===== config.mk =====
export PLATFORM = sky130hd
export DESIGN_NAME = timer_bus_arbiter
export DESIGN_NICKNAME = d
export VERILOG_FILES = /design/src/rtl/timer_bus_arbiter.sv
export SDC_FILE = /design/constraint.sdc
export NUM_CORES = 1
export LEC_CHECK = 0
export BUFFER_PORTS_ARGS = -buffer_cell sky130_fd_sc_hd__buf_4
export CAP_MARGIN = 10
export CORE_ASPECT_RATIO = 1.25
export CORE_MARGIN = 1
export CORE_UTILIZATION = 42
export DETAILED_ROUTE_END_ITERATION = 8
export PLACE_DENSITY = 0.86
export SLEW_MARGIN = 40
export SYNTH_ARGS = -nofsm -noshare
export SYNTH_HDL_FRONTEND = slang
export SYNTH_SLANG_ARGS = --single-unit

===== constraint.sdc =====
create_clock -name clk -period 1.92 [get_ports clk]
set_input_delay 0.384 -clock clk [delete_from_list [all_inputs] [get_ports clk]]
set_output_delay 0.384 -clock clk [all_outputs]
set_load 0.005 [all_outputs]

===== src/rtl/timer_bus_arbiter.sv =====
// timer_bus_arbiter
// Shares the single timer register port among N_REQ requesters and runs one
// transaction at a time through IDLE -> ISSUE -> (WAIT) -> RESP.
// Optional feature: define TIMER_ARB_ROUND_ROBIN_EN for round-robin
// arbitration. Without it the lowest requesting index always wins and no
// pointer register is built.
// req_ready is decoded from the IDLE state and the current requests, so a
// requester sees its accept in the same cycle its request is presented. All
// timer and response outputs come straight from registers.

module timer_bus_arbiter #(
    parameter int N_REQ  = 3,
    parameter int RD_LAT = 0
) (
    input  logic                  clk,
    input  logic                  rst,
    input  logic [N_REQ-1:0]      req_valid,
    input  logic [N_REQ-1:0]      req_we,
    input  logic [4*N_REQ-1:0]    req_cmd,
    input  logic [32*N_REQ-1:0]   req_wdata,
    output logic [N_REQ-1:0]      req_ready,
    output logic [N_REQ-1:0]      rsp_valid,
    output logic [31:0]           rsp_rdata,
    output logic                  rsp_err,
    output logic [3:0]            tmr_cmd,
    output logic                  tmr_wr_en,
    output logic                  tmr_rd_en,
    output logic [31:0]           tmr_wr_data,
    input  logic [31:0]           tmr_rd_data
);

    localparam int IW = (N_REQ > 1) ? $clog2(N_REQ) : 1;
    // WAIT counts down from RD_LAT-1 to 0; the sample happens on the last WAIT cycle.
    localparam logic [1:0] WAIT_INIT = (RD_LAT > 0) ? 2'(RD_LAT - 1) : 2'd0;

    typedef enum logic [1:0] {
        ST_IDLE  = 2'd0,
        ST_ISSUE = 2'd1,
        ST_WAIT  = 2'd2,
        ST_RESP  = 2'd3
    } state_t;

    state_t              state_q;
    logic [IW-1:0]       gnt_q;
    logic                we_q;
    logic [3:0]          cmd_q;
    logic [31:0]         wdata_q;
    logic [1:0]          cnt_q;

    logic [3:0]          tmr_cmd_q;
    logic [31:0]         tmr_wr_data_q;
    logic                tmr_wr_en_q;
    logic                tmr_rd_en_q;
    logic [N_REQ-1:0]    rsp_valid_q;
    logic                rsp_err_q;
    logic [31:0]         rsp_rdata_q;

`ifdef TIMER_ARB_ROUND_ROBIN_EN
    logic [IW-1:0]       ptr_q;
    logic [2*N_REQ-1:0]  dbl_s;
    logic [N_REQ-1:0]    rot_s;
    int                  sum_s;
`endif

    logic                found_s;
    logic [IW-1:0]       win_s;
    logic                sel_we_s;
    logic [3:0]          sel_cmd_s;
    logic [31:0]         sel_wdata_s;

    // Registers 0..3 exist in the timer; anything above is rejected with an error.
    function automatic logic cmd_legal(input logic [3:0] cmd);
        return (cmd <= 4'h3);
    endfunction

    // One-hot decode of a requester index.
    function automatic logic [N_REQ-1:0] onehot(input logic [IW-1:0] idx);
        logic [N_REQ-1:0] one;
        one = {{(N_REQ-1){1'b0}}, 1'b1};
        return one << idx;
    endfunction

    // Winner selection among the current requests.
    always_comb begin
        found_s = 1'b0;
        win_s   = '0;
`ifdef TIMER_ARB_ROUND_ROBIN_EN
        // Rotate so that bit 0 corresponds to the pointer, then take the first hit.
        dbl_s = {req_valid, req_valid} >> ptr_q;
        rot_s = dbl_s[N_REQ-1:0];
        sum_s = 0;
        for (int k = N_REQ - 1; k >= 0; k--) begin
            if (rot_s[k]) begin
                found_s = 1'b1;
                sum_s   = k + int'(ptr_q);
            end else begin
                sum_s = sum_s;
            end
        end
        if (sum_s >= N_REQ) begin
            win_s = IW'(sum_s - N_REQ);
        end else begin
            win_s = IW'(sum_s);
        end
`else
        // Scan downward so the lowest requesting index is the last one written.
        for (int k = N_REQ - 1; k >= 0; k--) begin
            if (req_valid[k]) begin
                found_s = 1'b1;
                win_s   = IW'(k);
            end else begin
                win_s = win_s;
            end
        end
`endif
    end

    // Payload mux for the selected requester.
    always_comb begin
        sel_we_s    = 1'b0;
        sel_cmd_s   = 4'h0;
        sel_wdata_s = 32'h0;
        for (int k = 0; k < N_REQ; k++) begin
            if (win_s == IW'(k)) begin
                sel_we_s    = req_we[k];
                sel_cmd_s   = req_cmd[4*k +: 4];
                sel_wdata_s = req_wdata[32*k +: 32];
            end else begin
                sel_we_s = sel_we_s;
            end
        end
    end

    // Accept strobe: only in IDLE, only to the winner, suppressed while reset is high.
    always_comb begin
        if ((state_q == ST_IDLE) && !rst && found_s) begin
            req_ready = onehot(win_s);
        end else begin
            req_ready = '0;
        end
    end

    // Transaction FSM with registered timer and response outputs.
    always_ff @(posedge clk) begin
        if (rst) begin
            state_q       <= ST_IDLE;
            gnt_q         <= '0;
            we_q          <= 1'b0;
            cmd_q         <= 4'h0;
            wdata_q       <= 32'h0;
            cnt_q         <= 2'd0;
            tmr_cmd_q     <= 4'h0;
            tmr_wr_data_q <= 32'h0;
            tmr_wr_en_q   <= 1'b0;
            tmr_rd_en_q   <= 1'b0;
            rsp_valid_q   <= '0;
            rsp_err_q     <= 1'b0;
            rsp_rdata_q   <= 32'h0;
`ifdef TIMER_ARB_ROUND_ROBIN_EN
            ptr_q         <= '0;
`endif
        end else begin
            // Outputs are single-cycle pulses; they drop unless a state below sets them.
            tmr_cmd_q     <= 4'h0;
            tmr_wr_data_q <= 32'h0;
            tmr_wr_en_q   <= 1'b0;
            tmr_rd_en_q   <= 1'b0;
            rsp_valid_q   <= '0;
            rsp_err_q     <= 1'b0;
            rsp_rdata_q   <= 32'h0;
            case (state_q)
                ST_IDLE: begin
                    if (found_s) begin
                        gnt_q         <= win_s;
                        we_q          <= sel_we_s;
                        cmd_q         <= sel_cmd_s;
                        wdata_q       <= sel_wdata_s;
                        tmr_cmd_q     <= sel_cmd_s;
                        tmr_wr_data_q <= sel_wdata_s;
                        tmr_wr_en_q   <= cmd_legal(sel_cmd_s) & sel_we_s;
                        tmr_rd_en_q   <= cmd_legal(sel_cmd_s) & ~sel_we_s;
                        state_q       <= ST_ISSUE;
`ifdef TIMER_ARB_ROUND_ROBIN_EN
                        if (win_s == IW'(N_REQ - 1)) begin
                            ptr_q <= '0;
                        end else begin
                            ptr_q <= win_s + IW'(1);
                        end
`endif
                    end else begin
                        state_q <= ST_IDLE;
                    end
                end
                ST_ISSUE: begin
                    if (!cmd_legal(cmd_q) || we_q) begin
                        // Writes and rejected commands complete without waiting.
                        rsp_valid_q <= onehot(gnt_q);
                        rsp_err_q   <= ~cmd_legal(cmd_q);
                        state_q     <= ST_RESP;
                    end else if (RD_LAT == 0) begin
                        rsp_valid_q <= onehot(gnt_q);
                        rsp_rdata_q <= tmr_rd_data;
                        state_q     <= ST_RESP;
                    end else begin
                        cnt_q   <= WAIT_INIT;
                        state_q <= ST_WAIT;
                    end
                end
                ST_WAIT: begin
                    if (cnt_q == 2'd0) begin
                        rsp_valid_q <= onehot(gnt_q);
                        rsp_rdata_q <= tmr_rd_data;
                        state_q     <= ST_RESP;
                    end else begin
                        cnt_q <= cnt_q - 2'd1;
                    end
                end
                ST_RESP: begin
                    state_q <= ST_IDLE;
                end
                default: begin
                    state_q <= ST_IDLE;
                end
            endcase
        end
    end

    assign tmr_cmd     = tmr_cmd_q;
    assign tmr_wr_data = tmr_wr_data_q;
    assign tmr_wr_en   = tmr_wr_en_q;
    assign tmr_rd_en   = tmr_rd_en_q;
    assign rsp_valid   = rsp_valid_q;
    assign rsp_err     = rsp_err_q;
    assign rsp_rdata   = rsp_rdata_q;

endmodule


==> results of run 1 <==
## layout by cell type, fill, tap and decap left out, types with 2 or more instances in the layout
cell      Yosys  final
clkinv_2      0      3
o21ai_1       3      3
ha_1          5      4
a21oi_1       2      2
a21o_1        5      5
and2_1       32     32
dfxtp_1      83     83
a221oi_2      3      3
clkbuf_8      0      9
nor3b_2       1      2
nor4bb_1      3      3
mux2i_1      35     35
buf_12        0      3
nor2_1       44     44
nor3_1        2      2
nand2_1       3      3
a211oi_2     30     30
nor3b_1       4      3
clkbuf_1      7      2
inv_2         0      2
a211oi_1      6      6
inv_1         5      3
buf_4         1    226
## area by class of cell
type,count,area (sq um)
Tap cell,95,119
Timing Repair Buffer,229,1760
Fill cell,590,2460
Clock inverter,5,53.8
Multi-Input combinational cell,190,1540
Inverter,5,18.8
Clock buffer,11,131
Sequential cell,83,1660
## critical path, delay by kind of cell (launching register included)
family / cells / cell delay, ps
simple gates: 2 / 340
buf+inv: 2 / 240
flops: 1 / 340
fa+ha+maj: 1 / 170
## path summary, 6_finish.rpt
path / startpoint / to / slack [ps] / cells past startpoint
max: state_q[0]$_SDFFE_PP0N_ / req_ready[1] / 100 / 5
min: tmr_rd_data[16] / rsp_rdata[16]$_SDFF_PP0_ / 240 / 2
max reg2reg: state_q[0]$_SDFFE_PP0N_ / rsp_valid[2]$_SDFF_PP0_ / 380 / 4
min reg2reg: cmd_q[2]$_SDFFE_PP0N_ / cmd_q[2]$_SDFFE_PP0N_ / 450 / 2
## sequential cells by signal (all words and copies together) (netlist names)
| signal | cells |
|---|---|
| we_q | 1 |
| tmr_wr_data | 32 |
| gnt_q | 2 |
| cmd_q | 2 |
| tmr_rd_en | 1 |
| state_q | 2 |
| rsp_valid | 3 |
| tmr_cmd | 4 |
| tmr_wr_en | 1 |
| cnt_q | 2 |
| rsp_rdata | 32 |
| rsp_err | 1 |
## synth_stat cells, drive strengths merged, types with 2 or more instances
cell and number:
a211oi 36, a21o 5, a21oi 3, a221oi 3
and2 32, buf 15, clkbuf 7, dfxtp 83
ha 5, inv 5, mux2i 35, nand2 3
nor2 44, nor3 2, nor3b 5, nor4bb 3
o21ai 3, or3b 2
## power by group through the flow
stage | Sequential (W) | Clock, W | Combinational [W]
after floorplan | 0.00217 | 0 | 0.000647
final | 0.00211 | 0.00119 | 0.00147
after global routing | 0.00214 | 0.00129 | 0.00160
after detailed placement | 0.00215 | 0 | 0.00145
after global placement | 0.00214 | 0 | 0.00140
after CTS | 0.00211 | 0.00123 | 0.00149
## cells by family after synthesis
family / after synthesis
adder cells (fa/ha/maj): 5
flip-flops: 83
AO/OA/AOI/OAI: 51
XOR/XNOR: 1
AND/OR/NAND/NOR: 98
buffers and inverters: 27
multiplexers: 35
## stage by stage
step	setup slack (ps)	power [W]	instance area, sq um
2_1_floorplan	391	0.00281	3340
3_3_place_gp	207	0.00354	5080
3_5_place_dp	157	0.00359	5080
4_1_cts	16.1	0.00483	5280
5_1_grt	14.3	0.00503	5280
6_report	98.2	0.00477	5280
## routing by layer
layer  part of all wire  global-route usage  vias up
met5                  0                   0        -
met4              0.024               0.109        0
met3               0.12              0.0865       16
met2               0.52               0.369      162
met1               0.34               0.194     1346
li1                   -                   -     1472
## timing repair
item                                    CTS  global route
hold endpoints to repair                  0             0
gates resized for setup                   3             2
buffers inserted                          0             0
endpoints found under the setup margin    2             2
hold buffers                              0             0
==> metrics.md, run 1 <==
| Metric | Value |
|---|---|
| GRT Overall Usage | 0.205 |
| Largest cells by area after synthesis | dfxtp_1 50%, a211oi_2 11%, mux2i_1 10% |
| Diodes inserted | 0 |
| CP Launch Type | flop |
| Rows | 36 |
| Finished Layout Cells | 618 |
| Clock sink count | 83 |
| Post-synth top area cell | dfxtp_1 |
| Setup TNS | 0 ps |
| Post-Synth XOR/XNOR Area | 0.00262 |
| Final period demand of the worst path | 1820 ps |
| Placed Instances | 602 |
| Crit-path max FO | 5 |
| Placer Congestion | 0.732 |
| DRT Wirelength | 8930 um |
| Max Cap Viol | 0 |
| CP Class | reg -> out |
| Int Pwr | 0.00345 W |
| Hold Crit Class | in -> reg |
| Main combinational cell family by area after synthesis | simple AND/OR/NAND/NOR gates |
| Top Ports | 225 |
| Final setup fails | 0 |
| First-pass GRT wire length | 12800 um |
| H-tree depth | 3 |
| First DRT Iteration DRCs | 59 |
| Core Util, Final | 0.682 |
| Clock Tree Buf Depth | 2 |
| Register share of total power | 0.443 |
| RSZ-0062 raised after global routing | false |
| Worst-Margin Slew | 441 ps |
| Largest net degree at the start of global routing | 69 |
| Worst Path Required | 1540 ps |
| DRT Pass-1 Iters | 4 |
| Port Buffers | 224 |
| Power per Cell Area | 903 nW/um^2 |
| Relative max-transition margin | 0.705 |
| CTS tree | yes |
| CP max stage cell | dfxtp_1 |
| Post-synthesis adder-cell area fraction | 0.0187 |
| Synth Instances | 300 |
| Die area | 8320 sq um |
| Clock power share | 0.249 |
| Mux cell area share after synthesis | 0.105 |
| DRT antenna net count | 0 |
| Vias in the first global route | 2923 |
| Mapped Nets | 453 |
| Most used DFF post-synth | dfxtp_1 |
| Post-synth ARST share | 0 |
| Critical path arrival | 1440 ps |
| WHS | 240 ps |
| Die X-Extent | 81.8 um |
| DRC Markers | 0 |
| Final Max Tran Viols | 0 |
| Syn-to-layout area delta | 58.1% |
| P_leak | 2.51 nW |
| DIE HEIGHT | 102 um |
| Crit path largest cell delay | 340 ps |
| #FFs+latches synth | 83 |
| HPWL after DPL | 6940 um |
| Peak supply drop | 0.000781 V |
| Nets | 671 |
| Initial Util | 0.431 |
| Worst-path cell chain | inv_2 > ha_4 > nand3b_4 > nor3b_2 > buf_4 |
| Avg Vias per Cell | 4.85 |
| Fmax | 549 MHz |
| Initial antenna violation count | 0 |
| Comb pwr share | 0.309 |
| Synth top area share | 0.497 |
| Grt total ovfl | 0 |
| Clock Latency Late Sink | 340 ps |
| Post-Syn Area per Cell | 11.1 sq um |
| Proportion of layout cells with a drive suffix above 1 | 0.549 |
| Yosys cell types | 33 |
| Synth Area in Compound Gates | 0.163 |
| Seq/Total Area, Yosys | 0.497 |
| Outcome | finished, final reports clean |
| Syn Std Cell Area | 3340 sq um |
| Crit. End Element | output pin |
| Reg clk slew, reported paths | 80 ps |
| Period utilization | 0.949 |
| Fraction of the mapped netlist area in simple logic gates | 0.165 |
| Switching part of the total power | 0.277 |
| Yosys warnings | 0 |
| Num CTS Buffers | 9 |
| CTS root buffer | clkbuf_8 |
| Switching pwr | 0.00132 W |
| Routed wire per std cell | 14.4 um |
| Layout Skew | 9.23 ps |
| Area of the core | 7750 sq um |
| Post-synth EDFFs | 0 |
| Final hold vios | 0 |
| Routed vias | 2996 |
No activity file was read; power rests on OpenSTA's default activity.
==> run 2: changes to the inputs <==
--- a/config.mk
+++ b/config.mk
@@ -11,6 +11,7 @@
 export CORE_MARGIN = 1
 export CORE_UTILIZATION = 42
 export DETAILED_ROUTE_END_ITERATION = 8
+export MAX_ROUTING_LAYER = met4
 export PLACE_DENSITY = 0.86
 export SLEW_MARGIN = 40
 export SYNTH_ARGS = -nofsm -noshare
==> run 2 against run 1 <==
  * Critical path depth stayed put
  * Clock skew is 1.1 ps lower
  * Die area stayed put
  * Via count rose by 0.73%
  * Combinational power about the same
  * Maximum frequency is 0.23% lower
  * Clock power about the same
  * Clock-buffer cell count unchanged
  * Sequential share of layout area stayed put
  * Sequential power about the same
  * Global-route usage grew 0.71 points
  * Wire length up 0.46%
  * Highest routed layer unchanged
==> metrics.md, run 2 (synthesized netlist as in run 1, its figures left out) <==
| Metric | Value |
|---|---|
| DRC Markers | 0 (unchanged) |
| Placer Congestion | 0.741 (+1.2%) |
| Commonest non-fill, non-tap cell in the layout | buf_4 |
| Clock sink count | 83 (unchanged) |
| CTS tree | yes |
| Final setup fails | 0 (unchanged) |
| # fillers | 590 (unchanged) |
| Routed wire per std cell | 14.5 um (+0.46%) |
| Rows | 36 (unchanged) |
| Worst Path Required | 1540 ps (about the same) |
| Crit-path max FO | 5 (unchanged) |
| Port Buffers | 224 (unchanged) |
| Num CTS Buffers | 9 (unchanged) |
| DIE HEIGHT | 102 um (unchanged) |
| Critical path arrival | 1440 ps (about the same) |
| Clock Latency Late Sink | 340 ps (about the same) |
| Worst-Margin Slew | 441 ps (unchanged) |
| DRT Wirelength | 8970 um (+0.46%) |
| Relative max-transition margin | 0.705 (unchanged) |
| Area of the multi-input gates | 1540 sq um (unchanged) |
| Initial antenna violation count | 0 (unchanged) |
| Routed vias | 3018 (+0.73%) |
| RSZ-0062 raised after global routing | false |
| Most frequent cells in the layout | 226 x buf_4, 83 x dfxtp_1, 44 x nor2_1, 35 x mux2i_1, 32 x and2_1 |
| Max Cap Viol | 0 (unchanged) |
| First-pass GRT wire length | 12800 um (unchanged) |
| Reg2reg path depth | 4 (unchanged) |
| Finished Layout Cells | 618 (unchanged) |
| Proportion of layout cells with a drive suffix above 1 | 0.549 (unchanged) |
| Power per Cell Area | 904 nW/um^2 (about the same) |
| Peak supply drop | 0.000783 V (+0.17%) |
| Final Max Tran Viols | 0 (unchanged) |
| Syn-to-layout area delta | 58.1% (unchanged) |
| Area of the core | 7750 sq um (unchanged) |
| H-tree depth | 3 (unchanged) |
| Worst-path cell chain | inv_2 > ha_4 > nand3b_4 > nor3b_2 > buf_4 |
| Largest net degree at the start of global routing | 69 (unchanged) |
| CP Launch Type | flop |
| Register area | 1660 sq um (unchanged) |
| Placed Instances | 602 (unchanged) |
| Fmax | 548 MHz (-0.23%) |
| DRT antenna net count | 0 (unchanged) |
| HPWL after DPL | 6940 um (unchanged) |
| Clock Tree Buf Depth | 2 (unchanged) |
| Crit path buffers/inverters | 2 (unchanged) |
| Final hold vios | 0 (unchanged) |
| Die area | 8320 sq um (unchanged) |
| Hold depth | 2 (unchanged) |
| Nets | 671 (unchanged) |
| Avg Vias per Cell | 4.88 (+0.73%) |
| Vias in the first global route | 2930 (+0.24%) |
| Crit path largest cell delay | 340 ps (about the same) |
| Reg clk slew, reported paths | 80 ps (about the same) |
| Cell depth of the worst setup path | 5 (unchanged) |
| Period utilization | 0.951 (+0.00218) |
| Hold-fix buffers, CTS | 0 (unchanged) |
| Hold Crit Class | in -> reg |
| GRT Overall Usage | 0.212 (+0.00705) |
| CP Class | reg -> out |
| Top Ports | 225 (unchanged) |
| Crit. End Element | output pin |
| CTS root buffer | clkbuf_8 |
| DRT Pass-1 Iters | 4 (unchanged) |
| CP max stage cell | dfxtp_1 |
| Outcome | finished, final reports clean |
| Layout Skew | 8.08 ps (-1.15 ps) |
| First DRT Iteration DRCs | 72 (+22%) |
| Final period demand of the worst path | 1830 ps (+4.18 ps) |
| Initial Util | 0.431 (unchanged) |
| Worst path top cell family by delay | flip-flops |
| P_leak | 2.51 nW (unchanged) |
| Setup TNS | 0 ps (unchanged) |
| Grt total ovfl | 0 (unchanged) |
| Diodes inserted | 0 (unchanged) |
| Die X-Extent | 81.8 um (unchanged) |
## run 2: cell counts in the layout (fill, tap and decap cells not counted)
No cell type changed its count.
## run 2: layout make-up
cell class	count	area share
repair buffers	229	0.333
multi-input cells	190	0.292
clock buffers	11	0.0249
well taps	95	0.0225
flip-flops and latches	83	0.315
clock inverters	5	0.0102
inverters	5	0.00355
## run 2: routing by layer
metal | share of wire | track usage | vias up | wire (um)
met5 | 0 | - | - | 0
li1 | - | - | 1473 | -
met3 | 0.11 | 0.0793 | 14 | 949
met1 | 0.36 | 0.207 | 1363 | 3190
met4 | 0.021 | 0.0931 | 0 | 188
met2 | 0.52 | 0.369 | 168 | 4640
## run 2: final timing paths
check / slack, ps / to / startpoint
max: 90 / req_ready[1] / state_q[0]$_SDFFE_PP0N_
max reg2reg: 380 / rsp_valid[2]$_SDFF_PP0_ / state_q[0]$_SDFFE_PP0N_
min reg2reg: 460 / cmd_q[2]$_SDFFE_PP0N_ / cmd_q[2]$_SDFFE_PP0N_
min: 240 / rsp_rdata[6]$_SDFF_PP0_ / tmr_rd_data[6]
## run 2: timing repair
item / 4_1_cts / 5_1_grt
endpoints found under the setup margin: 2 / 2
gates resized for setup: 3 / 2
setup buffers: 0 / 0
cloned: 0 / 0
## run 2: power by group
| group | switching (W) | internal, W |
|---|---|---|
| sequential | 0.000100 | 0.00201 |
| combinational | 0.000637 | 0.000839 |
| clock | 0.000588 | 0.000598 |
| total | 0.00133 | 0.00345 |
## run 2: per-stage QoR
step	cell area [sq um]	hold WS (ps)	utilization	total power [W]	setup WS (ps)
after floorplan	3340	429	-	0.00281	391
after global placement	5080	439	0.656	0.00354	207
after detailed placement	5080	448	0.656	0.00359	157
after CTS	5280	218	0.682	0.00483	16.1
after global routing	5280	216	0.682	0.00504	9.53
final	5280	240	0.682	0.00477	94.0
